### config.mk
export PLATFORM = sky130hd
export DESIGN_NAME = pipelined_adder_flat
export DESIGN_NICKNAME = d
export VERILOG_FILES = /design/src/rtl/pipelined_adder_pkg.sv /design/src/rtl/pipelined_adder_if.sv /design/src/rtl/pipelined_adder_slice.sv /design/src/rtl/pipelined_adder.sv /design/src/flat_wrapper.sv
export SDC_FILE = /design/constraint.sdc
export NUM_CORES = 1
export LEC_CHECK = 0
export BUFFER_PORTS_ARGS = -buffer_cell sky130_fd_sc_hd__buf_4
export CELL_PAD_IN_SITES_DETAIL_PLACEMENT = 1
export CELL_PAD_IN_SITES_GLOBAL_PLACEMENT = 2
export CORE_UTILIZATION = 31
export CTS_CLUSTER_SIZE = 20
export DETAILED_ROUTE_END_ITERATION = 16
export GPL_TIMING_DRIVEN = 1
export PLACE_DENSITY = 0.73
export SETUP_SLACK_MARGIN = 0.15
export SYNTH_ARGS = -nofsm -noshare
export SYNTH_HDL_FRONTEND = slang
export SYNTH_SLANG_ARGS = --single-unit
### constraint.sdc
create_clock -name clk -period 2.56 [get_ports clk]
set_clock_uncertainty 0.2 [all_clocks]
set_input_delay 0.256 -clock clk [delete_from_list [all_inputs] [get_ports clk]]
set_output_delay 0.256 -clock clk [all_outputs]
set_load 0.1 [all_outputs]
### src/rtl/pipelined_adder_pkg.sv
// Shared constants for the pipelined execute-stage adder.
// Latency: n/a (declarations only).
// Backpressure: n/a.
package pipelined_adder_pkg;

  // Operation select values carried on the sub input.
  localparam logic ALU_ADD = 1'b0;
  localparam logic ALU_SUB = 1'b1;

  // Default geometry: 32-bit datapath split into four 8-bit slices.
  localparam int DEF_WIDTH  = 32;
  localparam int DEF_STAGES = 4;

endpackage

### src/rtl/pipelined_adder_if.sv
// Operand/result handshake bundle between the EX stage and the pipelined adder.
// Latency: n/a (wiring only).
// Backpressure: in_rdy/out_rdy valid-ready pairs on the request and result sides.
interface pipelined_adder_if
  import pipelined_adder_pkg::*;
#(
  parameter int WIDTH = DEF_WIDTH
);

  logic             in_vld;
  logic             in_rdy;
  logic [WIDTH-1:0] a;
  logic [WIDTH-1:0] b;
  logic             sub;
  logic             out_vld;
  logic             out_rdy;
  logic [WIDTH-1:0] result;
  logic             carry_out;
  logic             overflow;
  logic             zero;

  // Requester: offers operands, consumes results.
  modport master (
    output in_vld, a, b, sub, out_rdy,
    input  in_rdy, out_vld, result, carry_out, overflow, zero
  );

  // Adder: accepts operands, produces results.
  modport slave (
    input  in_vld, a, b, sub, out_rdy,
    output in_rdy, out_vld, result, carry_out, overflow, zero
  );

endinterface

### src/rtl/pipelined_adder_slice.sv
// Combinational SW-bit ripple slice with carry out and carry into its MSB.
// Latency: 0 cycles (purely combinational).
// Backpressure: none; the owning pipeline stage decides when to register it.
module adder_slice #(
  parameter int SW = 8
) (
  input  logic [SW-1:0] a,
  input  logic [SW-1:0] b,
  input  logic          cin,
  output logic [SW-1:0] sum,
  output logic          cout,
  output logic          c_msb
);

  if (SW == 1) begin : g_one
    // A one-bit slice sees cin directly at its MSB.
    assign c_msb = cin;
    assign sum   = a ^ b ^ cin;
  end else begin : g_multi
    logic [SW-1:0] low;

    // Add everything below the MSB; the top bit of low is the carry into the MSB.
    assign low   = {1'b0, a[SW-2:0]} + {1'b0, b[SW-2:0]} + {{(SW-1){1'b0}}, cin};
    assign c_msb = low[SW-1];
    assign sum   = {a[SW-1] ^ b[SW-1] ^ c_msb, low[SW-2:0]};
  end

  // Carry out of the MSB is the majority of its three inputs.
  assign cout = (a[SW-1] & b[SW-1]) | (c_msb & (a[SW-1] ^ b[SW-1]));

endmodule

### src/rtl/pipelined_adder.sv
// WIDTH-bit add/subtract split into STAGES carry-linked slices, one slice per cycle.
// Latency: STAGES cycles from acceptance to out_vld; one operation per cycle throughput.
// Backpressure: global stall; every stage holds while out_vld && !out_rdy, in_rdy follows.
module pipelined_adder
  import pipelined_adder_pkg::*;
#(
  parameter int WIDTH  = DEF_WIDTH,
  parameter int STAGES = DEF_STAGES
) (
  input  logic               clk,
  input  logic               reset,
  input  logic               flush,
  pipelined_adder_if.slave   bus
);

  localparam int SW = WIDTH / STAGES;

  logic             advance;
  logic             out_vld;
  logic [WIDTH-1:0] bx;

  // The whole pipe moves together unless the output slot is full and not taken.
  assign advance    = !out_vld || bus.out_rdy;
  assign bus.in_rdy = advance;

  // Subtract is A + ~B + 1; the +1 enters as the slice-0 carry-in.
  assign bx = (bus.sub == ALU_ADD) ? bus.b : ~bus.b;

  for (genvar k = 0; k < STAGES; k++) begin : g_st
    // Operand bits still to be added when an entry reaches this stage's slice.
    localparam int REM = WIDTH - k * SW;

    logic [REM-1:0]        src_a;
    logic [REM-1:0]        src_b;
    logic                  cin;
    logic                  p_vld;
    logic [SW-1:0]         sum;
    logic                  cout;
    logic                  cmsb;
    logic [(k+1)*SW-1:0]   res_d;
    logic [(k+1)*SW-1:0]   res_q;
    logic                  vld_q;
    logic                  c_q;

    if (k == 0) begin : g_head
      assign src_a = bus.a;
      assign src_b = bx;
      assign cin   = bus.sub;
      assign p_vld = bus.in_vld;
      assign res_d = sum;
    end else begin : g_body
      assign src_a = g_st[k-1].g_ops.a_q;
      assign src_b = g_st[k-1].g_ops.b_q;
      assign cin   = g_st[k-1].c_q;
      assign p_vld = g_st[k-1].vld_q;
      assign res_d = {sum, g_st[k-1].res_q};
    end

    adder_slice #(
      .SW (SW)
    ) u_slice (
      .a     (src_a[SW-1:0]),
      .b     (src_b[SW-1:0]),
      .cin   (cin),
      .sum   (sum),
      .cout  (cout),
      .c_msb (cmsb)
    );

    if (k < STAGES - 1) begin : g_ops
      logic [REM-SW-1:0] a_q;
      logic [REM-SW-1:0] b_q;

      // Skewed operand registers: hand the unprocessed upper slices to the next stage.
      always_ff @(posedge clk) begin
        if (reset) begin
          a_q <= '0;
          b_q <= '0;
        end else if (advance) begin
          a_q <= src_a[REM-1:SW];
          b_q <= src_b[REM-1:SW];
        end
      end

      // Intermediate stage: valid, partial result and slice carry shift on every advance.
      always_ff @(posedge clk) begin
        if (reset) begin
          vld_q <= 1'b0;
          res_q <= '0;
          c_q   <= 1'b0;
        end else begin
          if (flush) begin
            vld_q <= 1'b0;
          end else if (advance) begin
            vld_q <= p_vld;
          end
          if (advance) begin
            res_q <= res_d;
            c_q   <= cout;
          end
        end
      end
    end else begin : g_tail
      logic ovf_q;
      logic zero_q;

      // Output stage: data and flags load only when a live entry arrives, so they hold under stall.
      always_ff @(posedge clk) begin
        if (reset) begin
          vld_q  <= 1'b0;
          res_q  <= '0;
          c_q    <= 1'b0;
          ovf_q  <= 1'b0;
          zero_q <= 1'b0;
        end else begin
          if (flush) begin
            vld_q <= 1'b0;
          end else if (advance) begin
            vld_q <= p_vld;
          end
          if (advance && p_vld && !flush) begin
            res_q  <= res_d;
            c_q    <= cout;
            ovf_q  <= cmsb ^ cout;
            zero_q <= (res_d == '0);
          end
        end
      end
    end
  end

  assign out_vld       = g_st[STAGES-1].vld_q;
  assign bus.out_vld   = out_vld;
  assign bus.result    = g_st[STAGES-1].res_q;
  assign bus.carry_out = g_st[STAGES-1].c_q;
  assign bus.overflow  = g_st[STAGES-1].g_tail.ovf_q;
  assign bus.zero      = g_st[STAGES-1].g_tail.zero_q;

endmodule

### src/flat_wrapper.sv
// flat-port wrapper written by rule: the top's interface ports become plain ports
module pipelined_adder_flat import pipelined_adder_pkg::*;
#(
  parameter int WIDTH  = DEF_WIDTH,
  parameter int STAGES = DEF_STAGES
)
  (clk, reset, flush, bus_in_vld, bus_a, bus_b, bus_sub, bus_out_rdy, bus_in_rdy, bus_out_vld, bus_result, bus_carry_out, bus_overflow, bus_zero);
  pipelined_adder_if #(.WIDTH(WIDTH)) bus_i ();
  input  logic clk;
  input  logic reset;
  input  logic flush;
  input wire logic [$bits(bus_i.in_vld)-1:0] bus_in_vld;
  input wire logic [$bits(bus_i.a)-1:0] bus_a;
  input wire logic [$bits(bus_i.b)-1:0] bus_b;
  input wire logic [$bits(bus_i.sub)-1:0] bus_sub;
  input wire logic [$bits(bus_i.out_rdy)-1:0] bus_out_rdy;
  output wire logic [$bits(bus_i.in_rdy)-1:0] bus_in_rdy;
  output wire logic [$bits(bus_i.out_vld)-1:0] bus_out_vld;
  output wire logic [$bits(bus_i.result)-1:0] bus_result;
  output wire logic [$bits(bus_i.carry_out)-1:0] bus_carry_out;
  output wire logic [$bits(bus_i.overflow)-1:0] bus_overflow;
  output wire logic [$bits(bus_i.zero)-1:0] bus_zero;
  assign bus_i.in_vld = bus_in_vld;
  assign bus_i.a = bus_a;
  assign bus_i.b = bus_b;
  assign bus_i.sub = bus_sub;
  assign bus_i.out_rdy = bus_out_rdy;
  assign bus_in_rdy = bus_i.in_rdy;
  assign bus_out_vld = bus_i.out_vld;
  assign bus_result = bus_i.result;
  assign bus_carry_out = bus_i.carry_out;
  assign bus_overflow = bus_i.overflow;
  assign bus_zero = bus_i.zero;
  pipelined_adder #(.WIDTH(WIDTH), .STAGES(STAGES)) u_core (.clk(clk), .reset(reset), .flush(flush), .bus(bus_i));
endmodule
==> tab_implementation.tex, run 1 <==
\begin{tabular}{lr}
\hline
Metric & Value \\
\hline
\multicolumn{2}{l}{\textbf{Synth}} \\
Post-synth net total & 1058 \\
Post-synthesis instance area & 0.007929 mm\^{}2 \\
Gate count of the mapped netlist & 953 \\
Cell accounting for the most synthesized area & dfxtp\_1 \\
Area share of the largest cell type after synthesis & 0.4696 \\
Post-synthesis sequential element count & roughly 190 \\
Largest family of logic cells by synthesized area & simple AND/OR/NAND/NOR gates \\
Post-synthesis compound-gate area fraction & 0.1690 \\
Warnings from Yosys & 0 \\
Number of enable-type register cells in the synthesized netlist & 0 \\
Xor and xnor area share after synthesis & 0.04971 \\
Part of the Yosys area used for sequential elements & 0.4696 \\
Async S/R FF share, synth & 0 \\
Dominant cell by count in the synthesized netlist & nand2\_1 \\
Per-instance average area after synthesis & 8.320 um\^{}2 \\
Synth cell count leaders & nand2\_1 (280), dfxtp\_1 (186), a21oi\_1 (150), nor2\_1 (49), a211oi\_1 (35) \\
Top area cells in the synthesized netlist & dfxtp\_1 (47\%), nand2\_1 (13\%), a21oi\_1 (9.5\%) \\
Simple logic cell fraction of the synthesized area & 0.1922 \\
Main synth FF type & dfxtp\_1 \\
Share of synthesized area spent on multiplexers & 0.005208 \\
Adder-cell share of the synthesized area & 0.06565 \\
Number of distinct library cells after synthesis & 51 \\
\multicolumn{2}{l}{\textbf{Floorplan}} \\
Horiz. Die Dim & 161.9 um \\
CORE AREA & 0.02511 mm\^{}2 \\
Count of standard-cell rows & slightly below 60 \\
Number of placed I/O pins & 107 \\
Initial core utilization & 0.3158 \\
Vertical extent of the die & 161.9 um \\
Die Area & 0.02622 mm\^{}2 \\
\multicolumn{2}{l}{\textbf{STA}} \\
Final setup margin & -0.1956 ns \\
Final hold vios & 0 \\
Slew Limit Headroom & 0.5356 \\
Setup repair after global routing missed its margin & yes \\
Post-route minimum period & 2.756 ns \\
Count of final max-slew check failures & 0 \\
Maximum frequency from static timing analysis & roughly 360 MHz \\
Final Setup Violations & 1 \\
Transition time at the pin with the least slew margin & 0.6892 ns \\
Final cycle utilization of the critical path & 1.076 \\
\multicolumn{2}{l}{\textbf{Setup path}} \\
CP Max Fanout & 2 \\
Startpoint-to-endpoint class of the critical path & reg -> reg \\
Capturing point of the worst reg2reg path & u\_core.bus.zero \\
Worst Setup Start Kind & flip-flop \\
Worst r2r src & u\_core.g\_st[2].g\_ops.a\_q[1] \\
Crit path capture type & flip-flop \\
Worst EP required & 2.73 ns \\
Number of cells on the worst reg-to-reg path & 12 \\
Worst setup slack for register-to-register paths & -0.20 ns \\
Arrival @ worst endpoint & 2.92 ns \\
\multicolumn{2}{l}{\textbf{Place}} \\
Sum of net half-perimeters after detailed placement & 14410 um \\
Final estimated routing congestion in global placement & 0.7525 \\
Standard cell area after detailed placement & 0.009128 mm\^{}2 \\
Number of buffers added on ports & roughly 110 \\
Cell total after placement & 1349 \\
\multicolumn{2}{l}{\textbf{CTS}} \\
Total clock buffers created by CTS & 17 \\
Post-CTS clock slew at the launch and capture registers of the worst setup and hold paths & about 0.070 ns \\
Library cell used as clock root buffer & clkbuf\_16 \\
Max Buffers Root-to-Sink & 2 \\
Sinks on the clock net & 186 \\
Number of H-tree branching levels & 4 \\
Clock tree from TritonCTS & built \\
Latest clock arrival within the worst-skew pair & 0.44 ns \\
\multicolumn{2}{l}{\textbf{Layout}} \\
Total inserted antenna cells & 0 \\
Post-route cell area & 0.01046 mm\^{}2 \\
Signed area change from the synthesized netlist to the final layout & 31.94\% \\
Final Non-Filler Cells & between 1000 and 1500 \\
Fraction of layout instances using a drive strength above 1 & 0.2020 \\
Fin nets & $\sim$1200 \\
Core Util, Final & 0.4166 \\
\multicolumn{2}{l}{\textbf{Drt}} \\
Max Used Layer & met4 \\
1st-iter DRT viols & 387 \\
Antenna-violating nets left & 0 \\
Met3 routed wirelength & about 540 um \\
Met1 Routed Length & roughly 11000 um \\
Total wire length & 21870 um \\
Wire length on met2 & 9971 um \\
First-pass iteration count of the detailed router & 4 \\
Mean routed wirelength per cell & 15.14 um \\
Vias post-DR & 6724 \\
Detail-routed via count per cell & between 4 and 5 \\
Residual DRC & 0 \\
\multicolumn{2}{l}{\textbf{Global routing}} \\
Pin count of the biggest net entering global routing & around 170 \\
Vias in the first global route & around 7000 \\
Initial antenna violation count & 0 \\
Total global routing track utilization & 0.1744 \\
Wire length of the first global-routing pass & 36020 um \\
Aggregate global routing overflow & 0 \\
\multicolumn{2}{l}{\textbf{Job}} \\
Reported max-cap violation count & 0 \\
\multicolumn{2}{l}{\textbf{Pwr}} \\
Peak ir drop on the vdd network & approximately 0.00044 V \\
Static leakage & 4.189 nW \\
Power per cell area & 633.6 mW/mm\^{}2 \\
\multicolumn{2}{l}{\textbf{Outcome}} \\
Violated checks & negative setup slack \\
Result of the run & complete, but fails checks \\
\multicolumn{2}{l}{\textbf{Worst hold path}} \\
Startpoint of the tightest hold check path & bus\_b[22] \\
HP Class & in -> reg \\
Hold Crit Endpoint & u\_core.g\_st[0].g\_ops.b\_q[14] \\
Hold depth & 3 \\
\hline
\end{tabular}
-- state kept, by name, indices dropped and copies added, names as in the netlist --
| name | flops |
|---|---|
| u_core.bus.out_vld | 1 |
| u_core.bus.result | 32 |
| u_core.bus.overflow | 1 |
| u_core.g_st.res_q | 48 |
| u_core.g_st.c_q | 3 |
| u_core.g_st.g_ops.a_q | 48 |
| u_core.g_st.g_ops.b_q | 48 |
| u_core.bus.carry_out | 1 |
| u_core.g_st.vld_q | 3 |
| u_core.bus.zero | 1 |
-- power by group --
| part | internal [mW] | switching (mW) | leakage [nW] | total, mW |
|---|---|---|---|---|
| clock | 1.50 | 1.22 | 0.293 | 2.72 |
| combinational | 0.375 | 0.378 | 2.36 | 0.753 |
| sequential | 3.06 | 0.101 | 1.53 | 3.16 |
| total | 4.93 | 1.70 | 4.19 | 6.63 |
-- per-layer routing --
| layer | vias to the layer above | track usage |
|---|---|---|
| li1 | 3460 | - |
| met1 | 3156 | 0.2415 |
| met2 | 83 | 0.2741 |
| met3 | 25 | 0.03320 |
| met4 | 0 | 0.05146 |
| met5 | - | 0 |
-- area by class of cell --
class / count / area, um^2
Tap cell: 330 / 412.9
Clock inverter: 13 / 152.6
Timing Repair Buffer: 193 / 1658
Fill cell: 2994 / 14650
Sequential cell: 186 / 3742
Clock buffer: 19 / 442.9
Multi-Input combinational cell: 680 / 3961
Inverter: 23 / 91.34
-- what timing repair did --
action                     in CTS  in global routing
buffers inserted                4                  3
setup endpoints to repair       8                 10
hold buffers                   56                  0
hold endpoints to repair       55                  0
gates resized for setup        21                 18
pin swaps                      10                 17
-- cell usage in the layout, fill, tap and decap left out, drive strengths merged, types with 2 or more instances in the layout --
| cell | instances |
|---|---|
| nor4 | 5 |
| dfxtp | 186 |
| bufinv | 2 |
| a211oi | 38 |
| a21oi | 151 |
| xnor2 | 32 |
| or3 | 2 |
| clkinv | 2 |
| inv | 31 |
| ha | 24 |
| fa | 11 |
| a21o | 8 |
| xor2 | 13 |
| nor3b | 3 |
| a21boi | 2 |
| nor2b | 3 |
| nand3 | 3 |
| buf | 137 |
| nand4 | 2 |
| mux2i | 3 |
| and2b | 2 |
| or4 | 2 |
| dlygate4sd3 | 56 |
| a31oi | 3 |
| clkbuf | 19 |
| nand3b | 2 |
| nor2 | 49 |
| o21ai | 14 |
| o21a | 3 |
| nand2 | 280 |
| nor3 | 8 |
| nor4b | 6 |
-- logic make-up (layout without fill, tap and decap cells) --
family | after synthesis | count (layout)
buf+inv | 87 | 248
flops | 186 | 186
xor+xnor | 45 | 45
mux | 4 | 4
fa+ha+maj | 35 | 35
compound gates | 226 | 226
simple gates | 370 | 370
-- worst max-delay path, stage by stage, from the launching register on --
cell and delay, ns:
dfxtp_1 0.34, ha_4 0.27, a211oi_2 0.06, o21a_1 0.18, o21ai_2 0.16, a21oi_4 0.08, fa_1 0.53, nor4b_4 0.20
nand4_1 0.13, nor4_2 0.17, nand4_1 0.11, a2bb2oi_1 0.14, nor2_1 0.11
-- per-stage QoR --
step	total power [mW]	setup WS, ns	setup TNS [ns]	hold WS [ns]
2_1_floorplan	3.621	-0.07436	-0.1239	0.1278
3_3_place_gp	3.879	-0.1833	-0.1833	0.2409
3_5_place_dp	3.891	-0.2857	-0.2994	0.2437
4_1_cts	6.701	-0.2687	-0.2687	0.001982
5_1_grt	6.932	-0.3550	-0.3550	0.04270
6_report	6.628	-0.1956	-0.1956	0.02591
-- worst max-delay path by stage --
stage                                           start                 endpoint  slack (ns)  depth (start not counted)
after floorplan                               bus_sub  u_core.g_st[0].res_q[7]       -0.07                         12
after global placement    u_core.g_st[2].g_ops.b_q[3]          u_core.bus.zero       -0.18                         12
after detailed placement  u_core.g_st[2].g_ops.a_q[3]          u_core.bus.zero       -0.29                         12
after CTS                 u_core.g_st[2].g_ops.b_q[1]          u_core.bus.zero       -0.27                         12
after global routing      u_core.g_st[2].g_ops.a_q[3]          u_core.bus.zero       -0.35                         12
final                     u_core.g_st[2].g_ops.a_q[1]          u_core.bus.zero       -0.20                         12
(Power assumes the default switching activity.)
==> run 2, diff against run 1 <==
- BUFFER_PORTS_ARGS: -buffer_cell sky130_fd_sc_hd__buf_4 -> -buffer_cell sky130_fd_sc_hd__buf_2
==> run 2 against run 1 <==
Effect of this change: the flow still finishes with violations (negative setup slack); final area shrank 1.6%; via count shrank 0.42%; first-iteration DRC count shrank 13%; sequential power is essentially flat; register-to-register slack lost 0.10 ns; combinational power grew 0.7%; maximum frequency shrank 3.5%; sequential share of layout area grew 0.60 points; critical path depth is the same; worst hold slack gained 0.048 ns; routed wire length grew 0.79%; die area is the same; largest power group unchanged.
==> tab_implementation.tex, run 2 (synthesis gave the netlist of run 1 again) <==
\begin{tabular}{lr}
\hline
Metric & Value \\
\hline
\multicolumn{2}{l}{\textbf{Outcome}} \\
Result of the run & complete, but fails checks (unchanged) \\
Violated checks & negative setup slack (unchanged) \\
\multicolumn{2}{l}{\textbf{Drt}} \\
Mean routed wirelength per cell & 15.15 um (was 15.14 um) \\
1st-iter DRT viols & 336 (was 387) \\
Vias post-DR & 6696 (was 6724) \\
Detail-routed via count per cell & 4.602 (was 4.657) \\
Antenna-violating nets left & 0 (unchanged) \\
Total wire length & 22040 um (was 21870 um) \\
First-pass iteration count of the detailed router & 4 (unchanged) \\
Residual DRC & 0 (unchanged) \\
\multicolumn{2}{l}{\textbf{Pwr}} \\
Relative contribution of the clock network to total power & 0.394 (was 0.410) \\
Peak ir drop on the vdd network & 0.0003130 V (was 0.0004428 V) \\
Switching power share of the total & 0.2711 (was 0.2566) \\
Power per cell area & 627.9 mW/mm\^{}2 (was 633.6 mW/mm\^{}2) \\
Total power after layout & 6.465 mW (was 6.628 mW) \\
Net load switching power & 1.753 mW (was 1.701 mW) \\
Static leakage & 4.190 nW (was 4.189 nW) \\
Register share of total power & 0.488 (was 0.476) \\
Combinational fraction of design power & 0.117 (was 0.114) \\
P\_int & 4.712 mW (was 4.927 mW) \\
\multicolumn{2}{l}{\textbf{Place}} \\
Number of buffers added on ports & 106 (unchanged) \\
Final estimated routing congestion in global placement & 0.7640 (was 0.7525) \\
Standard cell area after detailed placement & 0.008902 mm\^{}2 (was 0.009128 mm\^{}2) \\
Dpl ws & -0.2665 ns (was -0.2857 ns) \\
Sum of net half-perimeters after detailed placement & 14480 um (was 14410 um) \\
\multicolumn{2}{l}{\textbf{Job}} \\
Reported max-cap violation count & 0 (unchanged) \\
\multicolumn{2}{l}{\textbf{STA}} \\
Slew Limit Headroom & 0.5406 (was 0.5356) \\
Transition time at the pin with the least slew margin & 0.6891 ns (was 0.6892 ns) \\
Final hold vios & 0 (unchanged) \\
Final setup margin & -0.2968 ns (was -0.1956 ns) \\
Post-route minimum period & 2.857 ns (was 2.756 ns) \\
Count of final max-slew check failures & 0 (unchanged) \\
Setup repair after global routing missed its margin & yes (unchanged) \\
Final Setup Violations & 2 (was 1) \\
Maximum frequency from static timing analysis & 350.0 MHz (was 362.9 MHz) \\
Final cycle utilization of the critical path & 1.116 (was 1.076) \\
\multicolumn{2}{l}{\textbf{Setup path}} \\
Combined buffer and inverter count along the critical path & 0 (unchanged) \\
Crit path capture type & flip-flop (unchanged) \\
Worst EP required & 2.65 ns (was 2.73 ns) \\
Arrival @ worst endpoint & 2.95 ns (was 2.92 ns) \\
Startpoint-to-endpoint class of the critical path & reg -> reg (unchanged) \\
Critical Path Max Stage Delay & 0.46 ns (was 0.53 ns) \\
CP Max Fanout & 2 (unchanged) \\
Cell family with most CP delay & adder cells (unchanged) \\
Worst Setup Start Kind & flip-flop (unchanged) \\
Worst-path cell chain & fa\_2 -> a211oi\_4 -> o21a\_1 -> o21ai\_2 -> a21oi\_4 -> fa\_1 -> nor4b\_4 -> nand4\_1 -> nor4\_2 -> nand4\_1 -> a2bb2oi\_1 -> nor2\_1 (was ha\_4 -> a211oi\_2 -> o21a\_1 -> o21ai\_2 -> a21oi\_4 -> fa\_1 -> nor4b\_4 -> nand4\_1 -> nor4\_2 -> nand4\_1 -> a2bb2oi\_1 -> nor2\_1) \\
Most common cell on crit path & nand4\_1 (unchanged) \\
Standard cell with the maximum stage delay on the critical path & fa\_1 (unchanged) \\
\multicolumn{2}{l}{\textbf{Layout}} \\
Fraction of layout instances using a drive strength above 1 & 0.2098 (was 0.2020) \\
Post-route cell area & 0.01030 mm\^{}2 (was 0.01046 mm\^{}2) \\
Signed area change from the synthesized netlist to the final layout & 29.86\% (was 31.94\%) \\
Commonest non-fill, non-tap cell in the layout & nand2\_1 (unchanged) \\
Fin nets & 1217 (was 1206) \\
Fill cell count & 3036 (was 2994) \\
Core Util, Final & 0.4101 (was 0.4166) \\
Commonest cells after routing, fill and taps aside & nand2\_1 (280), dfxtp\_1 (171), a21oi\_1 (146) (unchanged) \\
Registers with the highest flip-flop counts & u\_core.g\_st.g\_ops.a\_q: 48 flops, u\_core.g\_st.g\_ops.b\_q: 48 flops, u\_core.g\_st.res\_q: 48 flops (unchanged) \\
Total inserted antenna cells & 0 (unchanged) \\
\multicolumn{2}{l}{\textbf{Worst hold path}} \\
HP Class & in -> reg (unchanged) \\
\multicolumn{2}{l}{\textbf{CTS}} \\
Latest clock arrival within the worst-skew pair & 0.44 ns (about the same) \\
Sinks on the clock net & 186 (unchanged) \\
Max Buffers Root-to-Sink & 2 (unchanged) \\
Post-CTS clock slew at the launch and capture registers of the worst setup and hold paths & 0.07 ns (about the same) \\
Library cell used as clock root buffer & clkbuf\_16 (unchanged) \\
Total clock buffers created by CTS & 17 (unchanged) \\
Clock tree from TritonCTS & built (unchanged) \\
Number of H-tree branching levels & 4 (unchanged) \\
\multicolumn{2}{l}{\textbf{Floorplan}} \\
Die Area & 0.02622 mm\^{}2 (unchanged) \\
Initial core utilization & 0.3158 (unchanged) \\
Horiz. Die Dim & 161.9 um (unchanged) \\
Count of standard-cell rows & 58 (unchanged) \\
Vertical extent of the die & 161.9 um (unchanged) \\
Number of placed I/O pins & 107 (unchanged) \\
CORE AREA & 0.02511 mm\^{}2 (unchanged) \\
\multicolumn{2}{l}{\textbf{Global routing}} \\
Pin count of the biggest net entering global routing & 134 (was 171) \\
Wire length of the first global-routing pass & 35720 um (was 36020 um) \\
Total global routing track utilization & 0.1726 (was 0.1744) \\
Vias in the first global route & 6868 (was 6829) \\
Initial antenna violation count & 0 (unchanged) \\
Aggregate global routing overflow & 0 (unchanged) \\
\hline
\end{tabular}
-- run 2: changes by cell type in the layout (fill, tap and decap cells not counted), moves of 3 or more --
cell / before / now
buf_4: 132 / 30
clkinv_4: 0 / 3
buf_6: 1 / 10
inv_6: 7 / 4
buf_2: 0 / 104
-- run 2: what timing repair did --
| action | in CTS | in global routing |
|---|---|---|
| setup endpoints to repair | 7 | 11 |
| hold buffers | 56 | 0 |
| gates resized for setup | 17 | 28 |
| buffers inserted | 10 | 5 |
| hold endpoints to repair | 66 | 0 |
| pin swaps | 6 | 22 |
-- run 2: area by class of cell --
cell class                 count  area (um^2)  area share
clock buffer                  17        425.4     0.04132
tap                          330        412.9     0.04010
sequential                   186         3745      0.3637
clock inverter                15        140.1     0.01361
multi-input combinational    680         3983      0.3868
inverter                      23        91.34    0.008871
timing repair buffer         204         1499      0.1456
-- run 2: stage by stage --
step | setup TNS, ns | instances | hold slack, ns
after detailed placement | -0.2772 | 1352 | 0.2460
after global routing | -0.7547 | 1455 | 0.08284
after CTS | -0.3180 | 1450 | 0.05701
after global placement | -0.1895 | 1352 | 0.2409
after floorplan | -0.1239 | 953 | 0.1278
final | -0.4599 | 1455 | 0.07402
-- run 2: tightest hold or removal path, cell delays in order --
cell and delay, ns:
buf_2 0.10, fa_1 0.16, nand2_1 0.05, a21oi_1 0.11
-- run 2: per-layer routing --
| layer | track usage | vias to the layer above | part of all wire |
|---|---|---|---|
| met5 | 0 | - | 0 |
| met4 | 0.05189 | 0 | 0.011 |
| met3 | 0.02758 | 17 | 0.023 |
| met2 | 0.2747 | 77 | 0.46 |
| met1 | 0.2389 | 3117 | 0.51 |
| li1 | - | 3485 | - |
-- run 2: power by group through the flow --
stage	registers (mW)	logic (mW)	clock network, mW
3_3_place_gp	3.22	0.636	0
3_5_place_dp	3.22	0.642	0
5_1_grt	3.18	0.848	2.75
6_report	3.16	0.758	2.55
4_1_cts	3.16	0.733	2.62
2_1_floorplan	3.19	0.428	0
-- run 2: worst paths after layout --
path                           startpoint  cells after the start                            to  slack (ns)
max                    u_core.g_st[2].c_q                     12               u_core.bus.zero       -0.30
min                              bus_a[7]                      4       u_core.g_st[0].res_q[7]        0.07
max reg2reg            u_core.g_st[2].c_q                     12               u_core.bus.zero       -0.30
min reg2reg  u_core.g_st[0].g_ops.a_q[22]                      2  u_core.g_st[0].g_ops.a_q[22]        0.25
